<file path="src/rtl/mat_pkg.sv">
// ---------------------------------------------------------------------------
// mat_pkg
// Shared definitions for the matrix result serializer slice:
//   - default element width and matrix dimensions
//   - serializer FSM state encoding
//   - index-width helper (keeps 1-wide counters legal for 1x1 builds)
// ---------------------------------------------------------------------------
package mat_pkg;

    localparam int DEF_DATA_WIDTH = 32;
    localparam int DEF_ROWS       = 4;
    localparam int DEF_COLS       = 4;

    typedef enum logic {
        IDLE = 1'b0,
        SEND = 1'b1
    } state_t;

    function automatic int idx_width(input int n);
        return (n > 1) ? $clog2(n) : 1;
    endfunction

endpackage

</file>
<file path="src/rtl/mat_idx_counter.sv">
// ---------------------------------------------------------------------------
// mat_idx_counter
// Row-major (row, col) walker over a ROWS x COLS matrix.
// Ports:
//   clk   - clock, rising edge
//   rst   - asynchronous active-high reset, clears row/col
//   en    - advance one element (col first, wrap into row)
//   clr   - return to element [0][0]; wins over en
//   row   - current row index
//   col   - current column index
//   last  - current element is [ROWS-1][COLS-1]
// ---------------------------------------------------------------------------
module mat_idx_counter
    import mat_pkg::*;
#(
    parameter int ROWS = DEF_ROWS,
    parameter int COLS = DEF_COLS,
    localparam int RW  = idx_width(ROWS),
    localparam int CW  = idx_width(COLS)
) (
    input  logic          clk,
    input  logic          rst,
    input  logic          en,
    input  logic          clr,
    output logic [RW-1:0] row,
    output logic [CW-1:0] col,
    output logic          last
);

    localparam logic [RW-1:0] ROW_MAX = RW'(ROWS - 1);
    localparam logic [CW-1:0] COL_MAX = CW'(COLS - 1);

    logic [RW-1:0] row_q, row_d;
    logic [CW-1:0] col_q, col_d;

    always_comb begin
        row_d = row_q;
        col_d = col_q;
        if (clr) begin
            row_d = '0;
            col_d = '0;
        end else if (en) begin
            if (col_q == COL_MAX) begin
                col_d = '0;
                // Wrapping past the final row lands back on [0][0] ready for the next frame.
                row_d = (row_q == ROW_MAX) ? '0 : row_q + 1'b1;
            end else begin
                col_d = col_q + 1'b1;
            end
        end
    end

    always_ff @(posedge clk or posedge rst) begin
        if (rst) begin
            row_q <= '0;
            col_q <= '0;
        end else begin
            row_q <= row_d;
            col_q <= col_d;
        end
    end

    assign row  = row_q;
    assign col  = col_q;
    assign last = (row_q == ROW_MAX) && (col_q == COL_MAX);

endmodule

</file>
<file path="src/rtl/mat_result_serializer.sv">
// ---------------------------------------------------------------------------
// mat_result_serializer
// Captures a whole ROWS x COLS result matrix in one handshake and streams it
// out one element per accepted beat in row-major order.
// Ports:
//   clk      - clock, rising edge
//   rst      - asynchronous active-high reset
//   c        - packed result matrix from the multiplier
//   c_valid  - c is valid
//   c_ready  - serializer can take a new matrix (IDLE, out of reset)
//   m_data   - streamed element
//   m_valid  - m_data valid
//   m_ready  - downstream accepts m_data
//   m_last   - current beat is element [ROWS-1][COLS-1]
//   frames   - number of fully streamed matrices (wraps)
//
// state | meaning
// ------+---------------------------------------------------------------
// IDLE  | buffer free; c_ready high once out of reset, capture on c_valid
// SEND  | streaming buffer[row][col]; input side closed until m_last taken
// ---------------------------------------------------------------------------
module mat_result_serializer
    import mat_pkg::*;
#(
    parameter int DATA_WIDTH = DEF_DATA_WIDTH,
    parameter int ROWS       = DEF_ROWS,
    parameter int COLS       = DEF_COLS
) (
    input  logic                                     clk,
    input  logic                                     rst,
    input  logic [0:ROWS-1][0:COLS-1][DATA_WIDTH-1:0] c,
    input  logic                                     c_valid,
    output logic                                     c_ready,
    output logic [DATA_WIDTH-1:0]                    m_data,
    output logic                                     m_valid,
    input  logic                                     m_ready,
    output logic                                     m_last,
    output logic [31:0]                              frames
);

    localparam int RW = idx_width(ROWS);
    localparam int CW = idx_width(COLS);

    state_t state_q, state_d;

    logic [0:ROWS-1][0:COLS-1][DATA_WIDTH-1:0] buf_q, buf_d;
    logic [31:0]   frames_q, frames_d;
    // Low during reset and for the first edge after it, so c_ready stays low while rst is held.
    logic          rdy_q;

    logic          capture;
    logic          beat;
    logic          frame_done;
    logic [RW-1:0] row;
    logic [CW-1:0] col;
    logic          idx_last;
    logic [DATA_WIDTH-1:0] sel_data;

    mat_idx_counter #(
        .ROWS (ROWS),
        .COLS (COLS)
    ) u_idx (
        .clk  (clk),
        .rst  (rst),
        .en   (beat),
        .clr  (capture),
        .row  (row),
        .col  (col),
        .last (idx_last)
    );

    always_comb begin
        state_d    = state_q;
        c_ready    = 1'b0;
        m_valid    = 1'b0;
        m_last     = 1'b0;
        capture    = 1'b0;
        beat       = 1'b0;
        frame_done = 1'b0;
        case (state_q)
            IDLE: begin
                c_ready = rdy_q;
                if (c_valid && rdy_q) begin
                    capture = 1'b1;
                    state_d = SEND;
                end
            end
            SEND: begin
                m_valid = 1'b1;
                m_last  = idx_last;
                if (m_ready) begin
                    beat = 1'b1;
                    if (idx_last) begin
                        frame_done = 1'b1;
                        state_d    = IDLE;
                    end
                end
            end
            default: state_d = IDLE;
        endcase
    end

    // Buffer only loads on the IDLE handshake, so c is ignored for the whole of SEND.
    assign buf_d    = capture ? c : buf_q;
    assign frames_d = frame_done ? frames_q + 32'd1 : frames_q;

    always_ff @(posedge clk or posedge rst) begin
        if (rst) begin
            state_q  <= IDLE;
            buf_q    <= '0;
            frames_q <= '0;
            rdy_q    <= 1'b0;
        end else begin
            state_q  <= state_d;
            buf_q    <= buf_d;
            frames_q <= frames_d;
            rdy_q    <= 1'b1;
        end
    end

    // Element select as a compare-mux over registered indices; avoids index-width
    // mismatches on degenerate 1-row or 1-column builds.
    always_comb begin
        sel_data = '0;
        for (int i = 0; i < ROWS; i++) begin
            for (int j = 0; j < COLS; j++) begin
                if ((row == RW'(i)) && (col == CW'(j))) begin
                    sel_data = buf_q[i][j];
                end
            end
        end
    end

    assign m_data = sel_data;
    assign frames = frames_q;

endmodule

</file>
<file path="config.mk">
export PLATFORM = sky130hd
export DESIGN_NAME = mat_result_serializer
export DESIGN_NICKNAME = d
export VERILOG_FILES = /design/src/rtl/mat_pkg.sv /design/src/rtl/mat_idx_counter.sv /design/src/rtl/mat_result_serializer.sv
export SDC_FILE = /design/constraint.sdc
export NUM_CORES = 2
export LEC_CHECK = 0
export BUFFER_PORTS_ARGS = -buffer_cell sky130_fd_sc_hd__buf_2
export CORE_AREA = 3 3 260 262
export CTS_BUF_LIST = sky130_fd_sc_hd__clkbuf_16
export DETAILED_ROUTE_END_ITERATION = 8
export DIE_AREA = 0 0 263 265
export RECOVER_POWER = 50
export SYNTH_ARGS = -nofsm -noshare
export SYNTH_HDL_FRONTEND = slang
export SYNTH_SLANG_ARGS = --single-unit
</file>
<file path="constraint.sdc">
create_clock -name clk -period 23.2 [get_ports clk]
set_input_delay 2.32 -clock clk [delete_from_list [all_inputs] [get_ports clk]]
set_output_delay 2.32 -clock clk [all_outputs]
set_load 0.01 [all_outputs]
</file>
* Word-level counts from Yosys, hierarchy flattened
Index checks and enable logic that the tools add are counted.
** Word-level totals
- Output and inout port bits :: 67
- Register bits after elaboration :: 550
- Bits of input ports :: 516
- Word-level logic and storage cells :: 89
** Operators by class
- Reductions and logical operators :: 22
- Bitwise operators :: 1
- Equal/unequal tests :: 6
- Add/sub/neg operators :: 3
- Muxes and demuxes :: 36
** Operators with widths (count)
- $mux W32 :: 16
- $add A32 B1 Y32 const B :: 1
- $logic_and A1 B1 Y1 :: 17
- $mux W2 :: 7
- $mux W1 :: 12
- $eq A2 B2 Y1 const B :: 4
- $add A2 B1 Y2 const B :: 2
- $eq A2 B1 Y1 const B :: 2
- $logic_not A2 Y1 :: 2
- $reduce_bool A2 Y1 :: 2
- $pmux W1 S2 :: 1
- $reduce_and A2 Y1 :: 1
- $not A1 Y1 :: 1

* Logic depth before layout (Yosys ltp)
- Depth after elaboration :: 18
- Mapped depth :: 10
- Gate-level depth less buffers :: 7

* Modules after synthesis
From an unflattened synthesis, not the netlist that was laid out.
** Second synthesis, totals
- Cell total of the unflattened synthesis :: 3001
- Area, all modules :: 25952.4 sq um
** By module, submodules not included
- mat_result_serializer :: cells each 2981, instances 1, area each 25734.7 sq um, sequential area each 13663.1 sq um
- mat_idx_counter :: cells each 20, instances 1, area each 217.7 sq um, sequential area each 100.1 sq um

* Worst setup path before layout
OpenSTA, ideal clock, no wires.
- Kind :: reg-to-output
- Start point :: register u_idx.col_q[0] (netlist: u_idx.col[0])
- End point :: output port m_data[30]
- Slack :: 19082 ps
- Arrival :: 1798 ps
- Required time :: 20880 ps
- Path buffers :: 3
- Stages on the path, launching flop included :: 10
- Cells stage by stage :: dfrtp_1 inv_1 ha_1 buf_4 buf_6 buf_2 o21ai_0 nand2_1 a221o_1 o21ai_1
** On the way
- Word-level cells in the longest chain between the ends :: 18
- Elaborated cells between the ends (all ways) :: 36
- Classes of those cells :: eq/ne: 3; mux: 16; reduce/logical: 17
** RTL lines
- start: declaration :: RTL line mat_idx_counter.sv:34 : logic [CW-1:0] col_q, col_d;
- start signal: assignment :: RTL line mat_idx_counter.sv:59 : col_q <= col_d;
- $logic_not A2 Y1 :: RTL line mat_result_serializer.sv:127 : if ((row == RW'(i)) && (col == CW'(j))) begin
- $logic_and A1 B1 Y1 :: RTL line mat_result_serializer.sv:127
- $mux W32 (15 in series) :: RTL line mat_result_serializer.sv:127
- $mux W32 * :: RTL line mat_result_serializer.sv:127
- end: declaration :: RTL line mat_result_serializer.sv:34 : output logic [DATA_WIDTH-1:0] m_data,
Mark *: on every way between the ends. The rest lies on a longest branch, timed or not.

* Worst setup path after layout
- Start point :: input port c_valid
- End point :: register buf_q[396] (netlist bit)
** On the way
- Word-level cells in the longest chain between the ends :: 3
** RTL lines
- start: declaration :: RTL line mat_result_serializer.sv:32 : input logic c_valid,
- $logic_and A1 B1 Y1 :: RTL line mat_result_serializer.sv:83 : if (c_valid && rdy_q) begin
- $mux W1 :: RTL line mat_result_serializer.sv:83
- $mux W1 :: RTL line mat_result_serializer.sv:80 : case (state_q)
- end signal: assignment :: RTL line mat_result_serializer.sv:115 : buf_q <= buf_d;
- end: declaration :: RTL line mat_result_serializer.sv:46 : logic [0:ROWS-1][0:COLS-1][DATA_WIDTH-1:0] buf_q, buf_d;
Every way passes these cells.
A chain may end at the register's enable or synchronous reset.

==> reports/qor.yml <==
sta:
  worst_pin_slew_ns: 9.73
  finalSetupViolCount: 0
  fin_crit_sh_pct: 55.7
  drv_slew: 909
  fin_setup_tns_ns: 0
  setup_slack_ns: 10.28
  clock.fmax_mhz: 77.4
  max_slew_margin_pct: -549
  fin_skew_ns: 0.0340
  rsz0062_at_grt: "no"
  hold_viol: 0
  finalCriticalPeriod_ns: 12.92
setup_path:
  ff2ff_setup_slack_ns: 11.26
  reg2reg_from: "state_q"
  worstPathRequired_ns: 23.74
  worstPathCellList: "clkbuf_1 > and2_0 > clkbuf_1 > nand2_1 > nand2_1"
  cpPeakStageDelay_ns: 6.75
  cp_max_fo: 225
  r2r-end: "buf_q[396]"
  end_kind: "flip-flop"
  reg2reg_depth: 5
  arrival_ns: 13.46
  worstSetupPathType: "in2reg"
  crit_path_start_kind: "input pin"
  critPathSlowestCell: "clkbuf_1"
finish:
  final_nets: 4194
  drive_gt1_share_pct: 18.5
  area_growth_syn_to_layout_pct: 19.6
  utilization_pct: 47.6
  final_cells: 4587
  final_area_mm2: 0.0312
  num-fill-cells: 6702
floorplanning:
  die_area_mm2: 0.0697
  fp.dieH_um: 265
  core_area_mm2: 0.0656
  io_pins: 583
  start_util_pct: 39.8
  fp-row-count: 94
  die_x_um: 263
cts:
  hold_buffers: 0
  clockBufferDepth: 3
  post_cts_buffers: 0
  cts_root_buffer: "clkbuf_16"
  ctsResizeCount: 0
  cts_tree: "done"
  clk_latency_ns: 0.64
  cts_buffers: 61
  htree_levels: 2
  cts_num_sinks: 550
  path_clk_slew_ns: 0.06
min_path:
  min-delay-start: "buf_q[186]"
  hold_depth: 2
  hold_path_class: "reg2reg"
  holdPathEnd: "buf_q[186]"
global_route:
  grt_overflow_total: 0
  grt_pass1_vias: 24051
  grt_max_degree: 226
  grt_pass1_wl_um: 157000
  antenna_found_initial: 3
  grt.total_usage_pct: 30.0
pwr:
  p_seq_share_pct: 38.4
  power_density_mw_per_mm2: 140
  swShare_pct: 42.2
  combPwrFrac_pct: 39.5
  vdd_drop_max_uv: 94.5
  switching_power_w: 0.00184
  p_int_w: 0.00252
  leakagePower_nw: 16.5
  pwr-share-clk_pct: 22.1
routing:
  drc: 0
  drt-wirelength-per-cell_um: 23.4
  drtIter0Drc: 2515
  antenna_left: 0
  wl_um: 108000
  vias: 24351
  drtPass1Iterations: 6
  avgViaCountPerCell: 5.31
synth:
  synth_top_area_share_pct: 52.7
  synth_seq_cells: 550
  ys.flop_type: "dfrtp_1"
  netlist_area_mm2: 0.0261
  syn_inst: 3219
  synth_edf_count: 0
  ys_types: 53
  ys_seq_area_share_pct: 52.7
  async_flop_share_pct: 100
  synth_area_leaders: "dfrtp_1 53%, nand2_1 25%, buf_2 1.9%, clkbuf_1 1.4%, o21ai_0 1.2%"
  synth_fp_nets: 3745
  synth_largest_area_cell: "dfrtp_1"
  yosysWarnings: 0
  synth_area_per_cell_um2: 8.11
run:
  drv_cap: 6
placed_design:
  gp_congestion: 0.922
  postPlaceCellArea_mm2: 0.0294
  dp_slack_ns: 17.27
  dp_hpwl_um: 79300
  dp.cells: 4469
  portBuffers: 582
outcome:
  outcome: "finished, violations left"
  violations: "max-capacitance violations, max-slew violations"
registers in the layout, summed over array words and instances, names as in the netlist:
signal / count
state_q: 1
rdy_q: 1
u_idx.col: 2
u_idx.row: 2
buf_q: 512
frames: 32
layer usage:
layer	vias to the layer above	wire [um]	track usage [%]
li1	11349	-	-
met1	11800	44600	40.6
met2	1014	50100	47.8
met3	188	7740	4.99
met4	0	5040	12.7
met5	-	0	0
through the flow:
stage	hold slack, ns	total power, W
after floorplan	0.445	0.00258
after global placement	0.456	0.00333
after detailed placement	0.462	0.00334
after CTS	0.477	0.00432
after global routing	0.489	0.00462
final	0.474	0.00436
cell usage in the layout (no fill, tap or decap), types with 7 or more instances in the layout:
master     Yosys  final
a32oi_1       30     30
o221a_1       20     20
a21boi_0      30     30
clkinv_1       0     19
nand4_1        6      7
o221a_2       12     12
nor2_1        67     68
a31oi_1       32     32
buf_4          8     26
o211ai_1      30     30
a21o_1        33     33
dfrtp_1      550    550
nor4_1        30     30
nand3_1       46     47
xnor2_1       26     26
nand2_1     1749   1749
clkbuf_1      99     38
clkinv_2       0     11
o22ai_1       32     32
and2_1        36     35
o221ai_1      32     32
a221o_1       31     31
buf_2        100    548
clkbuf_16      0     63
nor2b_1       35     34
inv_1          9     20
o21ai_0       64     64
o21ai_1       33     32
cells by family after synthesis:
group                      Yosys count  synth area share [%]
AOI/OAI and AO/OA                  390                  11.0
xor gates and xnor gates            31                  1.04
adders and majority gates           10                 0.479
buffers and inverters              237                  4.06
DFF                                550                  52.7
muxes                                2                0.0814
other                                1                0.0144
and+or+nand+nor                   1998                  30.6
layout make-up:
| class | count | area (um2) | share of cell area (%) |
|---|---|---|---|
| inverter | 10 | 38.8 | 0.124 |
| multi-input combinational | 2432 | 11300 | 36.1 |
| clock inverter | 52 | 383 | 1.23 |
| timing repair buffer | 613 | 3100 | 9.93 |
| antenna | 3 | 7.51 | 0.0240 |
| clock buffer | 63 | 1580 | 5.05 |
| tap | 864 | 1080 | 3.46 |
| sequential | 550 | 13800 | 44.1 |
how the worst max path moves through the flow:
stage	start	endpoint
floorplan	rst	buf_q[0]
global placement	rst	buf_q[177]
detailed placement	rst	buf_q[239]
CTS	u_idx.col[1]	m_data[31]
global route	c_valid	buf_q[31]
finish	c_valid	buf_q[396]
synthesized netlist by cell type (2+ instances only):
library cell / number
nor2b_1: 35
a21boi_0: 30
o221ai_1: 32
nor3_4: 2
o221a_1: 20
o211ai_1: 30
o21ai_1: 33
nand2_2: 2
a32o_1: 2
a221o_1: 31
nor2_1: 67
buf_4: 8
dfrtp_1: 550
and4_1: 6
o22ai_1: 32
o21ai_0: 64
nand2_1: 1749
inv_1: 9
o221a_2: 12
buf_2: 100
nand4_1: 6
nor3_1: 3
a32oi_1: 30
a21oi_1: 3
xnor2_1: 26
nand3_4: 2
xor2_1: 5
a222oi_1: 2
a31oi_1: 32
nor2_4: 2
nand3_1: 46
and2_1: 36
and3_1: 5
a21o_1: 33
ha_1: 10
buf_1: 18
nor4_1: 30
a22oi_1: 2
clkbuf_1: 99
buf_6: 2
worst max-delay path: cells and delay by family:
family                 cells  cell delay [ns]
AND/OR/NAND/NOR            3             3.87
buffers and inverters      2             6.83
power by group through the flow:
| stage | clock [W] | combinational, W | sequential (W) |
|---|---|---|---|
| CTS | 0.000977 | 0.00167 | 0.00167 |
| floorplan | 0 | 0.00103 | 0.00156 |
| global route | 0.00102 | 0.00188 | 0.00172 |
| detailed placement | 0 | 0.00167 | 0.00168 |
| finish | 0.000965 | 0.00172 | 0.00168 |
| global placement | 0 | 0.00165 | 0.00168 |
Power figures use the tool's default switching activity.
